### src/rtl/ffd_pkg.sv
// rtl/ffd_pkg.sv - shared state encodings and defaults for the ffd_piso_tx slice
package ffd_pkg;
  localparam int DEFAULT_WIDTH = 4;

  typedef enum logic [1:0] {
    ST_IDLE   = 2'b00,
    ST_SHIFT  = 2'b01,
    ST_PARITY = 2'b10
  } state_t;
endpackage

### src/rtl/piso_bit_cnt.sv
// rtl/piso_bit_cnt.sv - enable-gated bit counter with sync clear and terminal-count flag
module piso_bit_cnt #(
  parameter int WIDTH = 4
) (
  input  logic clk,
  input  logic reset,
  input  logic en,
  input  logic clr,
  input  logic inc,
  output logic tc
);
  localparam int CW = $clog2(WIDTH);
  localparam logic [CW-1:0] LAST = CW'(WIDTH - 1);

  logic [CW-1:0] cnt_q, cnt_d;

  // Saturates at LAST so the count never wraps even if inc lingers.
  always_comb begin
    cnt_d = cnt_q;
    if (en) begin
      if (clr) begin
        cnt_d = '0;
      end else if (inc && (cnt_q != LAST)) begin
        cnt_d = cnt_q + 1'b1;
      end
    end
  end

  always_ff @(posedge clk or posedge reset) begin
    if (reset) begin
      cnt_q <= '0;
    end else begin
      cnt_q <= cnt_d;
    end
  end

  assign tc = (cnt_q == LAST);
endmodule

### src/rtl/ffd_piso_tx.sv
// rtl/ffd_piso_tx.sv - parallel-in/serial-out transmitter; FFD_PISO_PARITY_EN appends an even-parity bit
module ffd_piso_tx
  import ffd_pkg::*;
#(
  parameter int WIDTH     = DEFAULT_WIDTH,
  parameter bit MSB_FIRST = 1'b1
) (
  input  logic             clk,
  input  logic             reset,
  input  logic             en,
  input  logic             din_valid,
  input  logic [WIDTH-1:0] din,
  output logic             din_ready,
  output logic             sout,
  output logic             sout_valid,
  output logic             sout_last,
  output logic             busy
);
  state_t           state_q, state_d;
  logic [WIDTH-1:0] shreg_q, shreg_d;
  logic             accept;
  logic             tc;
  logic             head;
`ifdef FFD_PISO_PARITY_EN
  logic             parity_q, parity_d;
`endif

  assign din_ready = (state_q == ST_IDLE) & en;
  assign accept    = din_valid & din_ready;
  assign head      = MSB_FIRST ? shreg_q[WIDTH-1] : shreg_q[0];

  piso_bit_cnt #(.WIDTH(WIDTH)) u_bit_cnt (
    .clk   (clk),
    .reset (reset),
    .en    (en),
    .clr   (accept | ((state_q == ST_SHIFT) & tc)),
    .inc   (state_q == ST_SHIFT),
    .tc    (tc)
  );

  always_comb begin
    state_d = state_q;
    shreg_d = shreg_q;
`ifdef FFD_PISO_PARITY_EN
    parity_d = parity_q;
`endif
    case (state_q)
      ST_IDLE: begin
        if (accept) begin
          shreg_d = din;
          state_d = ST_SHIFT;
`ifdef FFD_PISO_PARITY_EN
          parity_d = ^din;
`endif
        end
      end
      ST_SHIFT: begin
        if (en) begin
          shreg_d = MSB_FIRST ? {shreg_q[WIDTH-2:0], 1'b0} : {1'b0, shreg_q[WIDTH-1:1]};
          if (tc) begin
`ifdef FFD_PISO_PARITY_EN
            state_d = ST_PARITY;
`else
            state_d = ST_IDLE;
`endif
          end
        end
      end
`ifdef FFD_PISO_PARITY_EN
      ST_PARITY: begin
        if (en) begin
          state_d = ST_IDLE;
        end
      end
`endif
      default: state_d = ST_IDLE;
    endcase
  end

  always_ff @(posedge clk or posedge reset) begin
    if (reset) begin
      state_q  <= ST_IDLE;
      shreg_q  <= '0;
`ifdef FFD_PISO_PARITY_EN
      parity_q <= 1'b0;
`endif
    end else begin
      state_q  <= state_d;
      shreg_q  <= shreg_d;
`ifdef FFD_PISO_PARITY_EN
      parity_q <= parity_d;
`endif
    end
  end

  // Outputs decode registered state only, so they freeze naturally with en.
  always_comb begin
    sout       = 1'b0;
    sout_valid = 1'b0;
    sout_last  = 1'b0;
    busy       = 1'b0;
    case (state_q)
      ST_SHIFT: begin
        sout       = head;
        sout_valid = 1'b1;
        busy       = 1'b1;
`ifndef FFD_PISO_PARITY_EN
        sout_last  = tc;
`endif
      end
`ifdef FFD_PISO_PARITY_EN
      ST_PARITY: begin
        sout       = parity_q;
        sout_valid = 1'b1;
        sout_last  = 1'b1;
        busy       = 1'b1;
      end
`endif
      default: ;
    endcase
  end
endmodule

### config.mk
export PLATFORM = sky130hd
export DESIGN_NAME = ffd_piso_tx
export DESIGN_NICKNAME = d
export VERILOG_FILES = /design/src/rtl/ffd_pkg.sv /design/src/rtl/piso_bit_cnt.sv /design/src/rtl/ffd_piso_tx.sv
export SDC_FILE = /design/constraint.sdc
export NUM_CORES = 1
export LEC_CHECK = 0
export ABC_CLOCK_PERIOD_IN_PS = 1400
export CORE_AREA = 4 4 41 43
export DETAILED_ROUTE_END_ITERATION = 10
export DIE_AREA = 0 0 45 47
export HOLD_SLACK_MARGIN = 0.15
export PLACE_DENSITY_LB_ADDON = 0.15
export SLEW_MARGIN = 20
export SYNTH_ARGS = -nofsm -noshare
export SYNTH_HDL_FRONTEND = slang
export SYNTH_SLANG_ARGS = --single-unit
export TNS_END_PERCENT = 100
### constraint.sdc
create_clock -name clk -period 1.4 [get_ports clk]
set_clock_uncertainty 0.2 [all_clocks]
set_input_delay 0.28 -clock clk [delete_from_list [all_inputs] [get_ports clk]]
set_output_delay 0.28 -clock clk [all_outputs]
set_load 0.01 [all_outputs]
==> out/results.txt, run 1 <==
run status = finished with violations
failing checks = setup timing
CP required = 920 ps
HP Class = in -> reg
Area growth syn-to-layout = 71.9%
chip width = 45 µm
Avg Inst Size Synth = 9.48 µm²
Min Hold Slack = 216 ps
total power = 1.18 mW
number of max-cap violations = 0
Critical Path Sink Type = output pin
Root Buffer = clkbuf_4
1st-pass router iterations = 4
Finish-stage setup viols = 3
post-layout util = 0.476
Worst Path Max Fanout = 2
fin crit period = 1550 ps
initial drt markers = 3
H-tree depth = 1
share of the synthesized area in the top cell type = 0.486
final critical-path share of the clock period = 1.11
syn_nets = 47
Yosys reg bits = 7
arrival time worst endpoint = 1070 ps
RePlAce Congestion = 0.718
top post-synthesis cells by area = dfrtp_1, buf_4, a21oi_1, o22ai_1, and2_1
Worst Setup Start Kind = flop
drt total wl = 858 µm
grt total ovfl = 0
Initial Util = 0.277
Final Hold Fails = 0
setup ws final = -152 ps
die area = 2120 µm²
final cell count without fillers = 77
total track usage = 0.0860
IO Port Bufs = 12
final net count = 72
area of the core = 1300 µm²
fmax = 0.644 GHz
# DRC = 0
vias in the first global route = 330
Worst slew margin = 0.789
vias per inst = 4.52
row count = 13
fillers = 140
Via Count = 348
Synth Instances = 38
TritonCTS Sinks = 7
TritonCTS Buffers = 3
leak pwr = 0.307 nW
antenna violations before repair = 0
mapped cell area = 360 µm²
dpl cells = 66
Final TNS setup = -302 ps
clock latency on the worst-skew pair = 250 ps
synth warn = 0
RSZ-0062 raised after global routing = true
Crit Path Class = reg -> out
largest net degree at the start of global routing = 11
share of layout cells above drive strength 1 = 0.403
clock tree from TritonCTS = done
Die H = 47 µm
Seq/Total Area, Yosys = 0.486
ANT nets after route = 0
HPWL after detailed placement = 603 µm
pwr dens = 1910 nW/µm²
Clock Path Buffers = 2
wire per inst = 11.1 µm
antenna fix cells = 0
VDD IR-drop max = 0.720 mV
Final Slew Violations = 0
Slew @ Worst Pin = 317 ps
first-pass GRT wire length = 1280 µm
# IOs = 13
cell accounting for the most synthesized area = dfrtp_1
Worst-path clk slew = 50 ps
synth unique cells = 18
layout by cell type, fill, tap and decap left out, drive strengths merged:
cell type | netlist | routed
dfrtp | 7 | 7
a31oi | 1 | 1
nand2b | 1 | 1
inv | 2 | 2
clkbuf | 0 | 4
mux2 | 1 | 1
a21oi | 4 | 4
o22ai | 3 | 3
nand3b | 1 | 1
buf | 3 | 15
clkdlybuf4s50 | 0 | 5
dlygate4sd3 | 0 | 1
a22o | 1 | 1
o21a | 1 | 1
nor2 | 3 | 3
dlymetal6s2s | 0 | 2
ha | 1 | 1
nor2b | 1 | 1
nand2 | 3 | 3
and2 | 2 | 2
o21ai | 3 | 3
stage by stage:
stage / instance area (µm²) / worst slack, ps
2_1_floorplan: 360 / 149
3_3_place_gp: 507 / -487
3_5_place_dp: 507 / -499
4_1_cts: 547 / -169
5_1_grt: 619 / -182
6_report: 619 / -152
sequential cells by signal, summed over array words and instances, names as in the netlist:
name and cells:
shreg_q 4, state_q 1, u_bit_cnt.cnt_q 2
kinds of logic after synthesis:
kind of cell / count (synthesis) / share of synthesized area
compound gates: 13 / 0.212
fa+ha+maj: 1 / 0.0347
buf+inv: 5 / 0.0833
flops: 7 / 0.486
mux: 1 / 0.0312
simple gates: 11 / 0.153
Yosys cell counts:
cell type / number
o21ai_0: 2
a31oi_1: 1
nand2b_1: 1
o22ai_1: 3
nor2b_1: 1
a22o_1: 1
o21ai_1: 1
nand2_1: 3
a21oi_1: 4
ha_1: 1
buf_4: 3
and2_1: 2
nor2_1: 3
mux2_2: 1
dfrtp_1: 7
o21a_1: 1
nand3b_1: 1
inv_1: 2
worst max-delay path, stage by stage, from the launching register on:
cell	delay, ps
dfrtp_1	380
ha_2	190
and2_4	130
buf_6	110
final timing paths:
check                                   startpoint            endpoint  slack (ps)  cells after the start
worst max-delay path            u_bit_cnt.cnt_q[0]           sout_last        -150                      3
min in group asynchronous                    reset  u_bit_cnt.cnt_q[0]         610                      3
worst max register to register          state_q[0]          shreg_q[1]          30                      5
worst min-delay path                            en          shreg_q[1]         220                      3
worst min register to register          shreg_q[0]          shreg_q[0]         310                      2
max in group asynchronous                    reset          shreg_q[2]         180                      3
repair_timing:
| action | 4_1_cts | 5_1_grt |
|---|---|---|
| gates resized for setup | 22 | 11 |
| hold endpoints to repair | 7 | 0 |
| buffers inserted | 3 | 3 |
| endpoints found under the setup margin | 5 | 10 |
| pin swaps | 3 | 2 |
| hold buffers | 1 | 0 |
where the power goes:
| group | internal, mW | leakage, nW | switching (mW) |
|---|---|---|---|
| clock network | 0.109 | 0.0150 | 0.0747 |
| registers | 0.287 | 0.0825 | 0.0561 |
| logic | 0.405 | 0.209 | 0.249 |
area by class of cell:
type / count / area (µm²) / share of cell area
clock buffers: 4 / 26.3 / 0.0424
multi-input cells: 26 / 180 / 0.291
flip-flops and latches: 7 / 175 / 0.283
repair buffers: 23 / 211 / 0.341
well taps: 15 / 18.8 / 0.0303
inverters: 2 / 7.51 / 0.0121
layer usage:
layer,vias to the layer above,global-route usage,routed length [µm]
met1,155,0.0930,359
met2,12,0.127,404
li1,179,-,-
met3,2,0.0307,77
met4,0,0.0877,17
met5,-,0,0
Note: power is estimated with default switching activity, not from simulation.
==> inputs of run 2 (changes only) <==
- CTS_CLUSTER_SIZE: not set -> 16
==> results of run 2 <==
The final DEF is identical to that of run 1; final timing and power are the same.
==> inputs of run 3 (changes only) <==
--- a/config.mk
+++ b/config.mk
@@ -9,2 +9,3 @@
 export CORE_AREA = 4 4 41 43
+export CTS_BUF_LIST = sky130_fd_sc_hd__clkbuf_16
 export CTS_CLUSTER_SIZE = 16
@@ -14,2 +15,3 @@
 export PLACE_DENSITY_LB_ADDON = 0.15
+export SETUP_SLACK_MARGIN = 0.02
 export SLEW_MARGIN = 20
==> constraint.sdc (replaced) <==
create_clock -name clk -period 1.4 [get_ports clk]
set_clock_uncertainty 0.2 [all_clocks]
set_input_delay 0.42 -clock clk [delete_from_list [all_inputs] [get_ports clk]]
set_output_delay 0.42 -clock clk [all_outputs]
set_load 0.01 [all_outputs]
==> out/results.txt, run 3 (same netlist as run 1, synthesis figures left out) <==
failing checks = setup timing
Worst-path clk slew = 40 ps
Final Hold Fails = 0
final cell count without fillers = 76
clock latency on the worst-skew pair = 230 ps
final instance area = 701 µm²
first-pass GRT wire length = 1340 µm
total track usage = 0.0957
share of layout cells above drive strength 1 = 0.508
CP required = 780 ps
Area growth syn-to-layout = 94.4%
fin crit period = 1680 ps
final critical-path share of the clock period = 1.20
CP max stage delay = 380 ps
Final Slew Violations = 0
sequential share of power = 0.224
HPWL after detailed placement = 600 µm
Biggest register = shreg_q
wire per inst = 11.6 µm
Worst Path Max Fanout = 2
RSZ-0062 raised after global routing = true
area of the core = 1300 µm²
pwr dens = 2240 nW/µm²
run status = finished with violations
TritonCTS Sinks = 7
vias in the first global route = 329
dpl ws = -772 ps
HP Class = in -> async
Via Count = 351
Root Buffer = clkbuf_16
Clock Path Buffers = 2
# IOs = 13
Worst R2R Start = state_q[0]
initial drt markers = 2
fmax = 0.597 GHz
biggest regs = shreg_q: 4 flops, u_bit_cnt.cnt_q: 2 flops, state_q: 1 flops
vias per inst = 4.62
clock group share of total power = 0.310
Die H = 47 µm
crit path buf inv count = 1
Critical Path, Cell by Cell = ha_2 > and2_1 > buf_2
setup ws final = -276 ps
# DRC = 0
Critical Path Sink Type = output pin
largest net degree at the start of global routing = 11
leak pwr = 0.330 nW
Logic pwr share = 0.466
grt total ovfl = 0
die area = 2120 µm²
post-layout util = 0.538
TritonCTS Buffers = 3
Crit Path Class = reg -> out
IO Port Bufs = 12
Crit-path slowest cell = dfrtp_1
antenna violations before repair = 0
1st-pass router iterations = 4
clock tree from TritonCTS = done
ANT nets after route = 0
Placed Instance Area = 509 µm²
antenna fix cells = 0
dpl cells = 66
sw frac = 0.290
most frequent cells in the layout = buf_4, dfrtp_1, clkdlybuf4s50_1, buf_6
max reg flops = 4
Worst Setup Start Kind = flop
Pint = 1.11 mW
Slew @ Worst Pin = 336 ps
number of max-cap violations = 0
Final TNS setup = -1150 ps
H-tree depth = 1
most common cell after layout, fill and taps aside = buf_4
VDD IR-drop max = 0.802 mV
RePlAce Congestion = 0.713
Worst R2R Path Depth = 6
Finish-stage setup viols = 9
Worst slew margin = 0.776
RR Endpoint = u_bit_cnt.cnt_q[0]
final net count = 71
Crit path max-delay family = flip-flops
Register-to-Register Setup Slack = -60 ps
row count = 13
chip width = 45 µm
Initial Util = 0.277
arrival time worst endpoint = 1060 ps
Psw = 455 µW
drt total wl = 879 µm
[run 3: cell types whose count changed in the layout (fill, tap and decap cells not counted), sizes merged]
| cell | change |
|---|---|
| clkbuf | -1 |
| dlygate4sd2 | +2 |
| dlygate4sd3 | -1 |
| dlymetal6s2s | -2 |
| inv | +1 |
[run 3: routing by layer]
metal	track usage	wire length (µm)	up-vias	part of all wire
met5	0	0	-	0
met4	0.105	29	0	0.033
met3	0.0230	73	2	0.083
met2	0.136	404	13	0.46
met1	0.112	370	157	0.42
li1	-	-	179	-
[run 3: worst register-to-register path, delay by kind of cell, from the launching register on]
| family | cells | cell delay (ps) |
|---|---|---|
| flip-flops | 1 | 410 |
| buffers and inverters | 3 | 390 |
| multiplexers | 1 | 250 |
| AND/OR/NAND/NOR | 2 | 100 |
[run 3: cell type report]
cell class | count | area (µm²)
inverters | 2 | 7.51
fillers | 116 | 601
clock inverters | 1 | 3.75
well taps | 15 | 18.8
flip-flops and latches | 7 | 176
repair buffers | 22 | 203
clock buffers | 3 | 75.1
multi-input cells | 26 | 216
[run 3: worst max path at each step]
stage / from / endpoint / slack, ps / cells after the start
detailed placement: en / din_ready / -770 / 3
finish: u_bit_cnt.cnt_q[0] / sout_last / -280 / 3
floorplan: u_bit_cnt.cnt_q[0] / sout_last / 20 / 2
CTS: u_bit_cnt.cnt_q[1] / sout_last / -290 / 3
global placement: en / din_ready / -760 / 3
global route: u_bit_cnt.cnt_q[0] / sout_last / -300 / 3
[run 3: power groups by stage]
stage	clock [mW]	combinational (mW)	sequential (mW)
6_report	0.487	0.730	0.351
5_1_grt	0.503	0.793	0.362
4_1_cts	0.491	0.650	0.351
3_5_place_dp	0	0.485	0.356
3_3_place_gp	0	0.473	0.347
2_1_floorplan	0	0.287	0.336
[run 3: through the flow]
step | power [mW] | hold slack, ps
3_5_place_dp | 0.841 | 298
2_1_floorplan | 0.623 | 23.4
6_report | 1.57 | 213
4_1_cts | 1.49 | 226
5_1_grt | 1.66 | 252
3_3_place_gp | 0.820 | 273
[run 3: timing repair]
action                                  in CTS  in global routing
setup buffers                                3                  3
endpoints found under the setup margin      11                 11
pin swaps                                    7                  1
hold buffers                                 0                  0
gates resized for setup                     39                  2
